===== src/rtl/seg7_pkg.sv =====
// Shared types and constants for the multiplexed hex seven-segment display.
// Segment patterns are active-low, ordered {g,f,e,d,c,b,a}.
package seg7_pkg;

  typedef enum logic [1:0] {
    DIG0 = 2'd0,
    DIG1 = 2'd1,
    DIG2 = 2'd2,
    DIG3 = 2'd3
  } digit_e;

  localparam logic [6:0] SEG_BLANK = 7'h7F;
  localparam logic [3:0] AN_OFF    = 4'hF;

  localparam logic [6:0] SEG_HEX_0 = 7'h40;
  localparam logic [6:0] SEG_HEX_1 = 7'h79;
  localparam logic [6:0] SEG_HEX_2 = 7'h24;
  localparam logic [6:0] SEG_HEX_3 = 7'h30;
  localparam logic [6:0] SEG_HEX_4 = 7'h19;
  localparam logic [6:0] SEG_HEX_5 = 7'h12;
  localparam logic [6:0] SEG_HEX_6 = 7'h02;
  localparam logic [6:0] SEG_HEX_7 = 7'h78;
  localparam logic [6:0] SEG_HEX_8 = 7'h00;
  localparam logic [6:0] SEG_HEX_9 = 7'h10;
  localparam logic [6:0] SEG_HEX_A = 7'h08;
  localparam logic [6:0] SEG_HEX_B = 7'h03;
  localparam logic [6:0] SEG_HEX_C = 7'h46;
  localparam logic [6:0] SEG_HEX_D = 7'h21;
  localparam logic [6:0] SEG_HEX_E = 7'h06;
  localparam logic [6:0] SEG_HEX_F = 7'h0E;

endpackage


===== src/rtl/seg7_scan_display_if.sv =====
// Value/control inputs and pin outputs of the seven-segment scanner.
// The slave side is the display driver; the master side feeds it and watches the pins.
interface seg7_scan_display_if;
  logic [15:0] d_in;
  logic        blank_lz;
  logic [3:0]  dp_en;
  logic [3:0]  an;
  logic [6:0]  seg;
  logic        dp;

  modport master (
    output d_in, blank_lz, dp_en,
    input  an, seg, dp
  );

  modport slave (
    input  d_in, blank_lz, dp_en,
    output an, seg, dp
  );
endinterface


===== src/rtl/hex_to_seg7.sv =====
// Combinational hex nibble to active-low {g,f,e,d,c,b,a} segment decoder.
module hex_to_seg7
  import seg7_pkg::*;
(
  input  logic [3:0] nibble_i,
  output logic [6:0] seg_o
);

  always_comb begin
    seg_o = SEG_BLANK;
    case (nibble_i)
      4'h0: seg_o = SEG_HEX_0;
      4'h1: seg_o = SEG_HEX_1;
      4'h2: seg_o = SEG_HEX_2;
      4'h3: seg_o = SEG_HEX_3;
      4'h4: seg_o = SEG_HEX_4;
      4'h5: seg_o = SEG_HEX_5;
      4'h6: seg_o = SEG_HEX_6;
      4'h7: seg_o = SEG_HEX_7;
      4'h8: seg_o = SEG_HEX_8;
      4'h9: seg_o = SEG_HEX_9;
      4'hA: seg_o = SEG_HEX_A;
      4'hB: seg_o = SEG_HEX_B;
      4'hC: seg_o = SEG_HEX_C;
      4'hD: seg_o = SEG_HEX_D;
      4'hE: seg_o = SEG_HEX_E;
      4'hF: seg_o = SEG_HEX_F;
      default: seg_o = SEG_BLANK;
    endcase
  end

endmodule


===== src/rtl/seg7_scan_display.sv =====
// Four-digit multiplexed hex display driver with per-frame snapshot and leading-zero blanking.
// state | meaning: DIG0..DIG3 | digit k is the slot currently driven; DIG3 is the reset/idle slot.
module seg7_scan_display
  import seg7_pkg::*;
#(
  parameter int REFRESH_DIV = 50000
) (
  input  logic                clk,
  input  logic                rst,
  seg7_scan_display_if.slave  disp
);

  localparam int              CNT_W    = $clog2(REFRESH_DIV);
  localparam logic [CNT_W-1:0] DIV_LAST = CNT_W'(REFRESH_DIV - 1);

  logic [CNT_W-1:0] div_cnt_q, div_cnt_d;
  logic             tick;
  digit_e           digit_q, digit_d;
  logic [15:0]      frame_q, frame_d;
  logic [3:0]       an_q, an_d;
  logic [6:0]       seg_q, seg_d;
  logic             dp_q, dp_d;
  logic [3:0]       nibble;
  logic             blank;
  logic [6:0]       seg_dec;

  hex_to_seg7 u_hex_to_seg7 (
    .nibble_i (nibble),
    .seg_o    (seg_dec)
  );

  always_ff @(posedge clk) begin
    if (!rst) begin
      div_cnt_q <= '0;
      digit_q   <= DIG3;
      frame_q   <= 16'h0000;
      an_q      <= AN_OFF;
      seg_q     <= SEG_BLANK;
      dp_q      <= 1'b1;
    end else begin
      div_cnt_q <= div_cnt_d;
      digit_q   <= digit_d;
      frame_q   <= frame_d;
      an_q      <= an_d;
      seg_q     <= seg_d;
      dp_q      <= dp_d;
    end
  end

  always_comb begin
    tick      = (div_cnt_q == DIV_LAST);
    div_cnt_d = tick ? '0 : div_cnt_q + 1'b1;

    digit_d = digit_q;
    if (tick) begin
      case (digit_q)
        DIG0:    digit_d = DIG1;
        DIG1:    digit_d = DIG2;
        DIG2:    digit_d = DIG3;
        DIG3:    digit_d = DIG0;
        default: digit_d = DIG0;
      endcase
    end

    // Snapshot on the tick entering DIG0 so the whole frame shows one value.
    frame_d = (tick && digit_q == DIG3) ? disp.d_in : frame_q;

    nibble = frame_d[3:0];
    blank  = 1'b0;
    case (digit_d)
      DIG0: begin
        nibble = frame_d[3:0];
        blank  = 1'b0;
      end
      DIG1: begin
        nibble = frame_d[7:4];
        blank  = disp.blank_lz && (frame_d[15:4] == 12'h000);
      end
      DIG2: begin
        nibble = frame_d[11:8];
        blank  = disp.blank_lz && (frame_d[15:8] == 8'h00);
      end
      DIG3: begin
        nibble = frame_d[15:12];
        blank  = disp.blank_lz && (frame_d[15:12] == 4'h0);
      end
      default: begin
        nibble = frame_d[3:0];
        blank  = 1'b0;
      end
    endcase

    an_d  = an_q;
    seg_d = seg_q;
    dp_d  = dp_q;
    if (tick) begin
      if (blank) begin
        an_d  = AN_OFF;
        seg_d = SEG_BLANK;
        dp_d  = 1'b1;
      end else begin
        an_d  = ~(4'b0001 << digit_d);
        seg_d = seg_dec;
        dp_d  = ~disp.dp_en[digit_d];
      end
    end
  end

  assign disp.an  = an_q;
  assign disp.seg = seg_q;
  assign disp.dp  = dp_q;

endmodule

===== src/flat_wrapper.sv =====
// flat-port wrapper written by rule: the top's interface ports become plain ports
module seg7_scan_display_flat import seg7_pkg::*;
#(
  parameter int REFRESH_DIV = 50000
)
  (clk, rst, disp_d_in, disp_blank_lz, disp_dp_en, disp_an, disp_seg, disp_dp);
  seg7_scan_display_if disp_i ();
  input  logic clk;
  input  logic rst;
  input wire logic [$bits(disp_i.d_in)-1:0] disp_d_in;
  input wire logic [$bits(disp_i.blank_lz)-1:0] disp_blank_lz;
  input wire logic [$bits(disp_i.dp_en)-1:0] disp_dp_en;
  output wire logic [$bits(disp_i.an)-1:0] disp_an;
  output wire logic [$bits(disp_i.seg)-1:0] disp_seg;
  output wire logic [$bits(disp_i.dp)-1:0] disp_dp;
  assign disp_i.d_in = disp_d_in;
  assign disp_i.blank_lz = disp_blank_lz;
  assign disp_i.dp_en = disp_dp_en;
  assign disp_an = disp_i.an;
  assign disp_seg = disp_i.seg;
  assign disp_dp = disp_i.dp;
  seg7_scan_display #(.REFRESH_DIV(REFRESH_DIV)) u_core (.clk(clk), .rst(rst), .disp(disp_i));
endmodule

===== config.mk =====
export PLATFORM = sky130hd
export DESIGN_NAME = seg7_scan_display_flat
export DESIGN_NICKNAME = d
export VERILOG_FILES = /design/src/rtl/seg7_pkg.sv /design/src/rtl/seg7_scan_display_if.sv /design/src/rtl/hex_to_seg7.sv /design/src/rtl/seg7_scan_display.sv /design/src/flat_wrapper.sv
export SDC_FILE = /design/constraint.sdc
export NUM_CORES = 1
export LEC_CHECK = 0
export CAP_MARGIN = 20
export CORE_ASPECT_RATIO = 0.7
export CORE_MARGIN = 10
export CORE_UTILIZATION = 35
export CTS_BUF_LIST = sky130_fd_sc_hd__clkbuf_4
export DETAILED_ROUTE_END_ITERATION = 8
export DONT_BUFFER_PORTS = 1
export GPL_TIMING_DRIVEN = 0
export PLACE_DENSITY = 0.6
export SLEW_MARGIN = 10
export SYNTH_ARGS = -nofsm -noshare
export SYNTH_HDL_FRONTEND = slang
export SYNTH_HIERARCHICAL = 1
export SYNTH_SLANG_ARGS = --single-unit

===== constraint.sdc =====
create_clock -name clk -period 9.04 [get_ports clk]
set_input_delay 1.356 -clock clk [delete_from_list [all_inputs] [get_ports clk]]
set_output_delay 1.356 -clock clk [all_outputs]
set_load 0.01 [all_outputs]

Yosys cells after proc, flatten, opt, wreduce, memory -nomap -nowiden
Memory sizes are Yosys's and may differ from the RTL's. Cells that the tools add are included.

Add/sub/neg operators: 1. Magnitude comparators: 1. Eq/ne operators: 7. Shift operators: 1. Muxes and demuxes: 10. Bitwise operators: 3. Reductions and logical operators: 10.

Operator list (count): adder 16 x 1 -> 16 bit, second input constant (1); equality test 16 bit, second input constant (1); two-way mux 16 bit (1); case mux 4 bit (4 select lines) (1); logical NOT 12 bit (1); equality test 2 bit, second input constant (4); logical NOT 8 bit (1); case mux 2 bit (4 select lines) (1); two-way mux 7 bit (1); equality test 2 x 1 -> 1 bit, second input constant (2); logical AND 1 bit (4); logical NOT 2 bit (2); logical NOT 4 bit (1); two-way mux 4 bit (1); inverter 4 bit (1); case mux 1 bit (4 select lines) (1); << shifter 1 x 2 -> 4 bit, first input constant (1); < comparator 2 x 3 -> 1 bit, second input constant (1); binary-select mux 1 bit (select 2 bit) (1); two-way mux 1 bit (2); two-way mux 2 bit (1); inverter 1 bit (2); OR reduction 2 bit (1).

Register bits after elaboration: 46. Memory bits (read-only): 112. Input port bits: 23. Output and inout port bits: 12. Word-level logic and storage cells: 40. Memories: 1.

Memories: (no name shown) (depth 16, bits a word 7, read ports 1, clocked after Yosys merged registers in 0, wr ports 0, line hex_to_seg7.sv:11) `case (nibble_i)`.

Depth between registers and ports, before layout
Depth after elaboration: 7. Depth in mapped cells: 17. Gate-level depth less buffers: 14.

Hierarchy
The synthesis kept the hierarchy.

By module, submodules not included: seg7_scan_display (times used 1, cells an instance 236, area an instance 2219.6 um^2, seq. area each 920.9 um^2); hex_to_seg7 (times used 1, cells an instance 32, area an instance 275.3 um^2, seq. area each 0.0 um^2).

Least setup slack after synthesis
OpenSTA, ideal clock, no wires.

Kind: register to register. Start point: register u_core.div_cnt_q[0]. End point: register u_core.seg_q[3] (netlist: u_core/disp.seg[3]). Setup time: 0.131 ns. Arrival time: 3.685 ns. Required time: 8.909 ns. Path slack: 5.225 ns. Stages on the path, launching flop included: 16. Path buffers: 3. Period minus slack after synthesis: 3.815 ns. Cell sequence: dfxtp_1 > ha_1 > and3_1 > clkbuf_1 > and4bb_1 > buf_2 > mux2i_1 > buf_2 > mux2_2 > o21ai_1 > inv_1 > ha_1 > inv_1 > mux4_1 > a211oi_1 > o21ai_1.

Elaborated cells on any way between the ends: 18. Those cells by class: 4 x eq/ne; 5 x mux; 8 x reduce/logical; 1 x memory.

RTL lines: from (decl) (line seg7_scan_display.sv:16) `logic [CNT_W-1:0] div_cnt_q, div_cnt_d;`; from (signal assigned) (line seg7_scan_display.sv:41) `div_cnt_q <= div_cnt_d;`; equality test 16 bit (*) (line seg7_scan_display.sv:51) `tick = (div_cnt_q == DIV_LAST);`; two-way mux 2 bit or logical AND 1 bit (tied branches) (line seg7_scan_display.sv:55, seg7_scan_display.sv:66); equality test 2 bit (tied with other cells) (line seg7_scan_display.sv:70) `case (digit_d)`; case mux 4 bit (4 select lines) (*) (line seg7_scan_display.sv:70); via u_core.nibble[0] (line seg7_scan_display.sv:23) `logic [3:0] nibble;`; memory (16 x 7 bit) (*); via u_core.seg_dec[3] (line seg7_scan_display.sv:25) `logic [6:0] seg_dec;`; two-way mux 7 bit (*) (line seg7_scan_display.sv:97) `if (blank) begin`; to (signal assigned) (line seg7_scan_display.sv:45) `seg_q <= seg_d;`; to (decl) (line seg7_scan_display.sv:21) `logic [6:0] seg_q, seg_d;`.

The timed path passes the listed nets; every way through them passes the cells marked *. A chain may end at the register's enable or synchronous reset.

Final worst setup path
Ends and elaborated chain as after synthesis.

==> flow_summary.toml <==
[drt]
routed_wl_um = 5570
drcViolationCount = 0
vias_per_cell = 5.03
wl_per_cell_um = 15.1
drt.antenna.violating_nets = 0
dr.first_iter.drc_count = 124
wl_met2_um = 2400
dr.pass1.iters = 4
top_layer = "met4"
dr_total_vias = 1855
wl_met1_um = 2720
met3_length_um = 408

[sta]
slew_headroom = 0.561
setup_slack_ps = 4630
tns_ps = 0
setup_viol_count_final = 0
fmax_mhz = 227
min_period_over_period = 0.488
final-max-slew-violation-count = 0
rsz0062_at_grt = "false"
min_period_ps = 4410
final.setup_skew_ps = 13.0
worstMarginPinSlew_ps = 640
hold_viol = 0

[clock_network]
clock-sinks = 46
cts_hold_buf = 0
cts.path.max_buffers = 2
h-tree-depth = 2
cts_buffers = 5
cts_tree = "done"
clkTransAtPathRegs_ps = 130
cts_setup_buffers = 0
cts_resized = 0
insertion_delay_ps = 360
cts_root_buffer = "clkbuf_4"

[global_route]
antenna_found_initial = 0
grt_start_max_net_pins = 14
grt_pass1_wl_um = 9250
track_usage = 0.102
grt_overflow = 0
grt_pass1_vias = 1800

[floorplanning]
start_util = 0.364
dieArea_um2 = 11000
placeableCoreArea_um2 = 6850
top_level_ports = 35
rows = 25
die_y_um = 90.6
dieWidth_um = 121

[synth]
synth_warnings = 6
syn_nets = 302
ys_seq_area_frac = 0.369
yosysUniqueCellTypes = 43
synth_area_per_cell_um2 = 9.31
netlist_area_um2 = 2490
ys_async_sr_fraction = 0
synth_flop_cell = "dfxtp_1"
synth_edf_count = 0
ys_seq_elements = 46
syn-instance-count = 268

[flow_run]
max_cap_violations = 0

[pwr]
power_density_nw_per_um2 = 124
sw_frac_of_total = 0.210
irDropWorstVdd_uv = 69.4
p_comb_frac = 0.028
leakage_nw = 1.09
pwr-share-seq = 0.614
cell_internal_pwr_uw = 264
p_switching_uw = 70.0
clkPwrFrac = 0.358

[worst_hold_path]
hp-class = "register to register"
whs_path_depth = 1

[critical_path]
r2r-end = "u_core/disp.seg[3]$_SDFFE_PN1N_"
cp-end-kind = "register"
cp-endpoint = "u_core/disp.seg[3]$_SDFFE_PN1N_"
r2r_slack_ps = 4630
r2r_cells = 15
worstSetupStartpointType = "register"
r2r_start = "u_core/div_cnt_q[0]$_SDFF_PP0_"
critPathKind = "register to register"
cp.arrival_ps = 4650
critPathRequiredTime_ps = 9280
crit_fanout = 10
startpoint = "u_core/div_cnt_q[0]$_SDFF_PP0_"

[final_layout]
fillers = 708
area_growth_pct = 7.57
drive_gt1_frac = 0.102
finalNetCount = 309
final_util = 0.392
diodes = 0

[run_status]
status = "complete, no violations"

[place]
dpl_worst_slack_ps = 4610
port_buffers = 0
gp_congestion = 0.798
dp_hpwl_um = 4350
kinds of logic after synthesis:
family | Yosys count | synth area share
DFF | 46 | 0.369
AOI/OAI and AO/OA | 31 | 0.0863
buffers and inverters | 20 | 0.0386
adders and majority gates | 11 | 0.0552
xor gates and xnor gates | 14 | 0.0491
and+or+nand+nor | 107 | 0.232
muxes | 39 | 0.170
per-layer routing:
| layer | vias to the layer above | GRT usage |
|---|---|---|
| met5 | - | 0 |
| met4 | 0 | 0.0240 |
| met3 | 5 | 0.0400 |
| met2 | 26 | 0.149 |
| met1 | 875 | 0.138 |
| li1 | 949 | - |
layout make-up:
type                       instances  area (um^2)  share of cell area
multi-input combinational        202         1480               0.551
tap                               94          118              0.0438
clock inverter                     2         33.8              0.0126
inverter                           6         22.5             0.00839
sequential                        46          921               0.343
buffer                            14         73.8              0.0275
clock buffer                       5         37.5              0.0140
layout by cell type, fill, tap and decap left out, drive strengths merged, types with 2 or more instances in the layout:
cell and count:
buf 8, nand4 3, nor4 7, or2 2
dfxtp 46, nand2b 2, clkbuf 11, and4 2
mux2i 31, nor2 34, nor3 3, xnor2 5
inv 6, xor2 9, nand2 20, and3 4
a22o 2, mux2 7, nand3 4, o21ai 17
a211oi 8, ha 11, nand4bb 3, nor2b 16
power by group through the flow:
stage | sequential, mW | clock [mW] | combinational [mW]
floorplan | 0.209 | 0 | 0.00695
detailed placement | 0.209 | 0 | 0.00906
CTS | 0.205 | 0.125 | 0.00915
finish | 0.205 | 0.120 | 0.00920
global placement | 0.209 | 0 | 0.00902
global route | 0.205 | 0.132 | 0.0103
critical path, stage by stage, from the launching register on:
cell and delay (ps):
dfxtp_1 400, ha_1 210, and3_1 160, clkbuf_1 200, and4bb_1 230, buf_2 190
mux2i_1 330, buf_2 350, mux2_2 380, o21ai_1 440, inv_1 190, ha_1 320
inv_1 50, mux4_1 510, a211oi_1 240, o21ai_1 80
how the worst min path moves through the flow:
stage,start,endpoint
after floorplan,u_core/div_cnt_q[0]$_SDFF_PP0_,u_core/div_cnt_q[0]$_SDFF_PP0_
after global placement,u_core/div_cnt_q[0]$_SDFF_PP0_,u_core/div_cnt_q[0]$_SDFF_PP0_
after detailed placement,u_core/div_cnt_q[0]$_SDFF_PP0_,u_core/div_cnt_q[0]$_SDFF_PP0_
after CTS,u_core/div_cnt_q[0]$_SDFF_PP0_,u_core/div_cnt_q[0]$_SDFF_PP0_
after global routing,u_core/div_cnt_q[0]$_SDFF_PP0_,u_core/div_cnt_q[0]$_SDFF_PP0_
final,u_core/div_cnt_q[0]$_SDFF_PP0_,u_core/div_cnt_q[0]$_SDFF_PP0_
registers in the layout (all words and copies together), names as in the netlist:
register / flops
u_core/disp.seg: 7
u_core/div_cnt_q: 16
u_core/disp.dp: 1
u_core/frame_q: 16
u_core/disp.an: 4
u_core/digit_q: 2
cell usage after synthesis (3+ instances only):
cell type  number  area [um^2]
dfxtp_1        46          921
nor2_1         34          128
mux2i_1        30          300
nand2_1        19         71.3
nor2b_1        16          100
o21ai_1        12         60.1
ha_1           11          138
xor2_1          9         78.8
a211oi_1        7         52.6
nor4_1          7         43.8
clkbuf_1        6         22.5
inv_1           6         22.5
mux2_2          6         67.6
buf_2           5         25.0
o21ai_0         5         25.0
xnor2_1         5         43.8
and3_1          4         25.0
nand3_1         4         20.0
nand4_1         3         18.8
nand4bb_1       3         33.8
nor3_1          3         15.0
through the flow:
stage | instances | area (um^2) | hold slack [ps] | power (mW)
after floorplan | 268 | 2490 | 426 | 0.216
after global placement | 362 | 2610 | 455 | 0.218
after detailed placement | 362 | 2610 | 456 | 0.218
after CTS | 369 | 2680 | 490 | 0.339
after global routing | 369 | 2680 | 533 | 0.348
final | 369 | 2680 | 489 | 0.334
(Power assumes the default switching activity.)
